### src/rtl/fetch_ctrl.sv
// Instruction fetch controller: one outstanding imem request, one-entry
// decode buffer, redirect handling with single-response drop.
module fetch_ctrl #(
  parameter int unsigned         BITWIDTH  = 32,
  parameter logic [BITWIDTH-1:0] RST_VALUE = 32'h80000000
) (
  input  logic                clk,
  input  logic                rst,
  output logic                imem_req_valid,
  input  logic                imem_req_ready,
  output logic [BITWIDTH-1:0] imem_req_addr,
  input  logic                imem_resp_valid,
  input  logic [31:0]         imem_resp_data,
  input  logic                imem_resp_err,
  output logic                inst_valid,
  input  logic                inst_ready,
  output logic [31:0]         inst,
  output logic [BITWIDTH-1:0] inst_pc,
  output logic                inst_err,
  input  logic                redirect_valid,
  input  logic [BITWIDTH-1:0] redirect_pc,
  output logic [31:0]         fetch_cnt
);

  typedef enum logic [1:0] {
    S_IDLE,
    S_REQ,
    S_WAIT,
    S_HOLD
  } state_t;

  state_t              r_state, w_state_n;
  logic                r_drop, w_drop_n;
  logic [BITWIDTH-1:0] r_pc, w_pc_n;
  logic [31:0]         r_inst, w_inst_n;
  logic [BITWIDTH-1:0] r_inst_pc, w_inst_pc_n;
  logic                r_inst_err, w_inst_err_n;
  logic [31:0]         r_cnt, w_cnt_n;
  logic [BITWIDTH-1:0] w_redir_pc;

  assign w_redir_pc = {redirect_pc[BITWIDTH-1:2], 2'b00};

  always_comb begin
    w_state_n    = r_state;
    w_drop_n     = r_drop;
    w_pc_n       = r_pc;
    w_inst_n     = r_inst;
    w_inst_pc_n  = r_inst_pc;
    w_inst_err_n = r_inst_err;
    w_cnt_n      = r_cnt;
    unique case (r_state)
      S_IDLE: begin
        w_state_n = S_REQ;
      end
      S_REQ: begin
        if (imem_req_ready) begin
          w_state_n = S_WAIT;
          if (redirect_valid) w_drop_n = 1'b1;
        end
      end
      S_WAIT: begin
        if (imem_resp_valid) begin
          if (redirect_valid || r_drop) begin
            w_drop_n  = 1'b0;
            w_state_n = S_REQ;
          end else begin
            w_inst_n     = imem_resp_data;
            w_inst_pc_n  = r_pc;
            w_inst_err_n = imem_resp_err;
            w_state_n    = S_HOLD;
          end
        end else if (redirect_valid) begin
          w_drop_n = 1'b1;
        end
      end
      S_HOLD: begin
        if (inst_ready) begin
          w_cnt_n   = r_cnt + 32'd1;
          w_pc_n    = r_pc + BITWIDTH'(4);
          w_state_n = S_REQ;
        end else if (redirect_valid) begin
          w_state_n = S_REQ;
        end
      end
    endcase
    // A redirect target always wins over the sequential pc
    if (redirect_valid) w_pc_n = w_redir_pc;
  end

  always_ff @(posedge clk) begin
    if (rst) begin
      r_state    <= S_IDLE;
      r_drop     <= 1'b0;
      r_pc       <= RST_VALUE;
      r_inst     <= '0;
      r_inst_pc  <= '0;
      r_inst_err <= 1'b0;
      r_cnt      <= '0;
    end else begin
      r_state    <= w_state_n;
      r_drop     <= w_drop_n;
      r_pc       <= w_pc_n;
      r_inst     <= w_inst_n;
      r_inst_pc  <= w_inst_pc_n;
      r_inst_err <= w_inst_err_n;
      r_cnt      <= w_cnt_n;
    end
  end

  assign imem_req_valid = (r_state == S_REQ);
  assign imem_req_addr  = r_pc;
  assign inst_valid     = (r_state == S_HOLD);
  assign inst           = r_inst;
  assign inst_pc        = r_inst_pc;
  assign inst_err       = r_inst_err;
  assign fetch_cnt      = r_cnt;

endmodule

### config.mk
export PLATFORM = sky130hd
export DESIGN_NAME = fetch_ctrl
export DESIGN_NICKNAME = d
export VERILOG_FILES = /design/src/rtl/fetch_ctrl.sv
export SDC_FILE = /design/constraint.sdc
export NUM_CORES = 1
export LEC_CHECK = 0
export ABC_AREA = 1
export CAP_MARGIN = 20
export CELL_PAD_IN_SITES_DETAIL_PLACEMENT = 0
export CELL_PAD_IN_SITES_GLOBAL_PLACEMENT = 2
export CORE_ASPECT_RATIO = 2
export CORE_UTILIZATION = 24
export CTS_CLUSTER_SIZE = 24
export DETAILED_ROUTE_END_ITERATION = 6
export PLACE_DENSITY_LB_ADDON = 0.1
export SYNTH_ARGS = -nofsm -noshare
export SYNTH_HDL_FRONTEND = slang
export SYNTH_SLANG_ARGS = --single-unit
### constraint.sdc
create_clock -name clk -period 2.2 [get_ports clk]
set_clock_uncertainty 0.1 [all_clocks]
set_input_delay 0.44 -clock clk [delete_from_list [all_inputs] [get_ports clk]]
set_output_delay 0.44 -clock clk [all_outputs]
set_load 0.05 [all_outputs]
# Yosys cells after proc, flatten, opt, wreduce, memory -nomap -nowiden
# Index checks and enable logic that the tools add are counted.
[op_classes]
n_eq_ne = 7
n_reduce_logical = 11
muxes = 14
n_bitwise = 1
add_sub_neg = 2
[op_table]
columns = ["op", "count"]
rows = [
  ["$mux W32", 3],
  ["$add A32 B1 Y32 const B", 1],
  ["$add A32 B3 Y32 const B", 1],
  ["$mux W2", 5],
  ["$reduce_and A3 Y1", 3],
  ["$pmux W2 S4", 1],
  ["$reduce_bool A2 Y1", 3],
  ["$eq A2 B2 Y1 const B", 2],
  ["$mux W1", 4],
  ["$reduce_and A2 Y1", 2],
  ["$ne A3 B1 Y1 const B", 1],
  ["$ne A3 B3 Y1 const B", 1],
  ["$eq A2 B1 Y1 const B", 1],
  ["$logic_not A2 Y1", 1],
  ["$ne A2 B1 Y1 const B", 1],
  ["$ne A2 B2 Y1 const B", 1],
  ["$pmux W1 S2", 1],
  ["$reduce_or A2 Y1", 1],
  ["$logic_or A1 B1 Y1", 1],
  ["$not A1 Y1", 1],
]
[word_totals]
reg_bits = 132

# Logic depth before layout (Yosys ltp)
# Gate-level depths: netlist of the first run.
[logic_depth]
depth_word = 4
mapped_depth = 10
mapped_depth_nobuf = 10

# Worst setup path after synthesis of the first run
# No wires, ideal clock.
[synth_timing]
path_type = "reg2reg"
from = "reg r_state[1]"
to = "reg r_cnt[24], in the netlist fetch_cnt[24]"
setup_ps = 116
path_slack_ps = 191
required_ps = 1984
path_buffers = 0
synth_period_minus_slack_ps = 2009
t_arrival_ps = 1793
stages_incl_launch_ff = 9
cell_sequence = "dfxtp_1 ha_1 nand3_2 nor2_4 nand4_1 nor2_1 nand2_1 o21ai_0 nor2_1"
[synth_via]
elab_chain_cells = 2
[synth_rtl]
columns = ["element", "line", "source"]
rows = [
  ["from (decl)", "32", "state_t r_state, w_state_n;"],
  ["from (signal assigned)", "100", "r_state <= w_state_n;"],
  ["$eq A2 B2 Y1", "n/a", ""],
  ["named net inst_valid", "15", "output logic inst_valid,"],
  ["$reduce_and A2 Y1 (no source line)", "n/a", ""],
  ["to (signal assigned)", "106", "r_cnt <= w_cnt_n;"],
  ["to (decl)", "38", "logic [31:0] r_cnt, w_cnt_n;"],
]
# The timed path passes the listed nets, and every way through them passes these cells.
# A chain may end at the register's enable or synchronous reset.

# Worst setup path in the final report of the first run
[layout_timing]
from = "reg r_inst_pc[5], in the netlist inst_pc[5]"
to = "out inst_pc[5]"
[layout_lines]
columns = ["element", "line", "source"]
rows = [
  ["from (decl)", "36", "logic [BITWIDTH-1:0] r_inst_pc, w_inst_pc_n;"],
  ["from (signal assigned)", "104", "r_inst_pc <= w_inst_pc_n;"],
  ["to (decl)", "18", "output logic [BITWIDTH-1:0] inst_pc,"],
]
# No word-level cell between the ends.

==> metrics, run 1 <==
number of input and output port buffers inserted=195; switching share of total power=0.285; minimum setup slack in the final design=51.3 ps; data required time of the critical path=1660 ps; cell area power density=715 nW/um^2; count of synthesis-stage warnings from yosys=0; die area=27400 um^2; Top FF cell, synth=dfxtp_1; synthesized instance count=965; design internal power=4.86 mW; logic depth of the worst setup path including buffers=1; cell with the biggest individual delay on the critical path=clkdlybuf4s50_1; peak supply drop=0.471 mV; share of final-layout standard cells stronger than drive strength 1=0.134; Initial DRT Pass Iterations=6; number of filler instances in the final layout=2940; mux cell area share after synthesis=0; Final Cell Area=9510 um^2; number of buffers created by CTS=17; Post-DRT Antenna Nets=0; critical path data arrival time=1610 ps; final hold slack=351 ps; fraction of the mapped netlist area in compound gates=0.148; critical path cell sequence=clkdlybuf4s50_1; capturing point of the worst reg2reg path=imem_req_addr[14]$_SDFFE_PP0P_; count of cell types in the netlist=38; Buf+Inv Stages, Crit Path=1; CTS max path bufs=2; leakage power of the design=3.92 nW; synthesized flop and latch total=128; vias in the first global route=6916; post-synthesis adder-cell area fraction=0.00976; total placed instance area=8890 um^2; fin util=0.362; CTS tree=built; clock-pin slew on the worst setup and hold paths=60 ps; maximum number of pins on one net before global-route repair=71; First DRT Iteration DRCs=237; result of the run=completed; clock sink count=128; final routed wirelength across all metal layers=26400 um; clock insertion delay at the later pin of the skew report=430 ps; Hold Vio Cnt, Final=0; part of the total power dissipated in combinational logic=0.164; power share of the clock group=0.467; slew at the pin closest to its max-slew limit=712 ps; reg-to-reg startpoint=imem_req_addr[2]$_SDFFE_PP0P_; Crit. End Element=primary output; number of rows in the core area=84; critical path startpoint category=register; core area=26300 um^2; critical path launch point=inst_pc[5]$_SDFFE_PP0P_; largest family of logic cells by synthesized area=simple AND/OR/NAND/NOR gates; Post-Place Worst Slack=-10.7 ps; Max H-tree Level=4; share of flip-flops with an asynchronous set or reset after synthesis=0; total global routing overflow=0; EDFF count, synth=0; unrepaired setup endpoints after global routing=no; Sw Pwr=1.94 mW; Avg Synthesized Cell Area=6.64 um^2; height of the chip=233 um; max-cap violations=0; depth of the most critical reg-to-reg path=8; dominant delay contributor by cell family on the critical path=buffers and inverters; I/O pin total=202; Area growth syn-to-layout=48.3%; post-route fraction of the period consumed by the critical path=0.977; number of max-slew violations in the final report=0; maximum operating frequency=465 MHz; number of antenna violations at the first check in global routing=1; fin nets=1262; basic-gate share of the synthesized area counting and, or, nand and nor cells=0.339; root buffer cell=clkbuf_16; initial standard-cell utilization of the core=0.244; HPWL after DPL=20400 um; first-pass GRT wire length=39800 um; fraction of synthesized cell area in xor and xnor cells=0.0164; min-delay worst type=in2reg; overall global routing resource usage=0.198; final weighted congestion of routability-driven global placement=0.810; Chip Width=118 um; Min-Delay Startpoint=rst; number of remaining DRC errors=0; worst slew slack as a fraction of its limit=0.525; CP max stage delay=840 ps; netlist area before placement=6410 um^2; sequential fraction of design power=0.369; Worst R2R Setup Slack=190 ps; crit path capture=inst_pc[5]; via count of the routed design=6801; combined area of the multi-input logic cells=3300 um^2; maximum fanout count along the critical path=2; Antenna diodes=0; share of the yosys chip area belonging to registers=0.400; routed vias/inst=4.41; total area of sequential cells=2560 um^2; routed wire length per instance=17.1 um; Final Critical Period=2150 ps; Worst Path Class, Setup=reg2out; final setup violation count=0
==> logic make-up (layout without fill, tap and decap cells) <==
| group | after synthesis | after routing |
|---|---|---|
| other | 1 | 4 |
| buffers and inverters | 136 | 367 |
| adders and majority gates | 5 | 5 |
| DFF | 128 | 128 |
| and+or+nand+nor | 499 | 499 |
| AOI/OAI and AO/OA | 184 | 184 |
| xor gates and xnor gates | 12 | 12 |
==> state kept, by name (all words and copies together) (netlist names) <==
| signal | cells |
|---|---|
| fetch_cnt | 32 |
| imem_req_addr | 30 |
| inst | 32 |
| inst_err | 1 |
| inst_pc | 30 |
| r_drop | 1 |
| r_state | 2 |
==> worst reg2reg max path, stage by stage (launching register included) <==
cell     delay (ps)
dfxtp_1         460
ha_1            240
nand2_1         110
nor2_1          250
nand2_2         150
nor2_2          260
nand2_1         110
xor2_1          140
a21oi_1          70
==> power groups by stage <==
stage	registers [mW]	logic (mW)	clock network [mW]
finish	2.51	1.12	3.17
global route	2.52	1.20	3.35
CTS	2.51	1.14	3.28
detailed placement	2.56	1.14	0
global placement	2.56	1.14	0
floorplan	2.85	0.357	0
==> cell usage in the layout (no fill, tap or decap), types with 6 or more instances in the layout <==
| cell type | instances |
|---|---|
| a21oi_1 | 65 |
| a31oi_1 | 8 |
| buf_12 | 6 |
| buf_4 | 86 |
| clkbuf_16 | 17 |
| clkdlybuf4s50_1 | 125 |
| dfxtp_1 | 128 |
| dlygate4sd2_1 | 20 |
| inv_1 | 90 |
| nand2_1 | 233 |
| nand3_1 | 30 |
| nand3_2 | 8 |
| nand3b_1 | 8 |
| nand4_1 | 10 |
| nor2_1 | 178 |
| nor2_2 | 11 |
| nor2_4 | 7 |
| o21ai_0 | 93 |
| o21ai_1 | 12 |
| xor2_1 | 12 |
==> through the flow <==
stage,setup TNS [ps],cells,power (mW)
final,0,1543,6.80
after global routing,0,1543,7.08
after CTS,0,1543,6.93
after detailed placement,-10.7,1511,3.70
after global placement,-8.65,1511,3.70
after floorplan,0,968,3.21
==> layout make-up <==
| cell class | instances | area share |
|---|---|---|
| clock inverters | 10 | 0.0192 |
| multi-input cells | 704 | 0.347 |
| clock buffers | 22 | 0.0478 |
| well taps | 344 | 0.0453 |
| flip-flops and latches | 128 | 0.270 |
| repair buffers | 240 | 0.234 |
| inverters | 95 | 0.0375 |
==> Yosys cell counts (2+ instances only) <==
cell type	n	share of area
a21oi_1	65	0.051
a31oi_1	8	0.0078
and3_1	2	0.0020
buf_2	14	0.011
buf_4	6	0.0070
clkbuf_1	18	0.011
dfxtp_1	128	0.40
ha_1	5	0.0098
inv_1	91	0.053
inv_2	4	0.0023
nand2_1	233	0.14
nand2_2	4	0.0039
nand3_1	30	0.023
nand3_2	8	0.012
nand3b_1	8	0.0094
nand4_1	10	0.0098
nor2_1	178	0.10
nor2_2	11	0.011
nor2_4	7	0.012
nor3_1	3	0.0023
o21ai_0	93	0.073
o21ai_1	12	0.0094
xor2_1	12	0.016
==> repair_timing <==
item | CTS | global route
resized for setup | 20 | 2
endpoints found under the setup margin | 20 | 2
hold buffers | 0 | 0
setup buffers | 0 | 0
==> worst min path at each step <==
stage	end	cells after the start
6_report	fetch_cnt[6]$_SDFFE_PP0P_	4
5_1_grt	r_drop$_SDFFE_PP0P_	2
4_1_cts	fetch_cnt[6]$_SDFFE_PP0P_	4
3_5_place_dp	r_drop$_SDFFE_PP0P_	2
3_3_place_gp	r_drop$_SDFFE_PP0P_	2
2_1_floorplan	r_drop$_SDFFE_PP0P_	2
==> layer usage <==
layer	vias to the layer above	global-route usage	routed length (um)
met5	-	0	0
met4	0	0.0933	875
met3	39	0.0369	658
met2	138	0.416	15800
met1	3114	0.175	9020
li1	3510	-	-
(Power assumes the default switching activity.)
==> inputs of run 2 (changes only) <==
--- a/config.mk
+++ b/config.mk
@@ -17,3 +17,4 @@
 export SYNTH_ARGS = -nofsm -noshare
 export SYNTH_HDL_FRONTEND = slang
 export SYNTH_SLANG_ARGS = --single-unit
+export TNS_END_PERCENT = 20
==> results of run 2 <==
The final DEF is identical to that of run 1; final timing and power are the same.
==> inputs of run 3 (changes only) <==
--- a/config.mk
+++ b/config.mk
@@ -14,6 +14,7 @@
 export CTS_CLUSTER_SIZE = 24
 export DETAILED_ROUTE_END_ITERATION = 6
 export PLACE_DENSITY_LB_ADDON = 0.1
+export SLEW_MARGIN = 20
 export SYNTH_ARGS = -nofsm -noshare
 export SYNTH_HDL_FRONTEND = slang
 export SYNTH_SLANG_ARGS = --single-unit
==> results of run 3 <==
The final DEF is identical to that of run 1; final timing and power are the same.
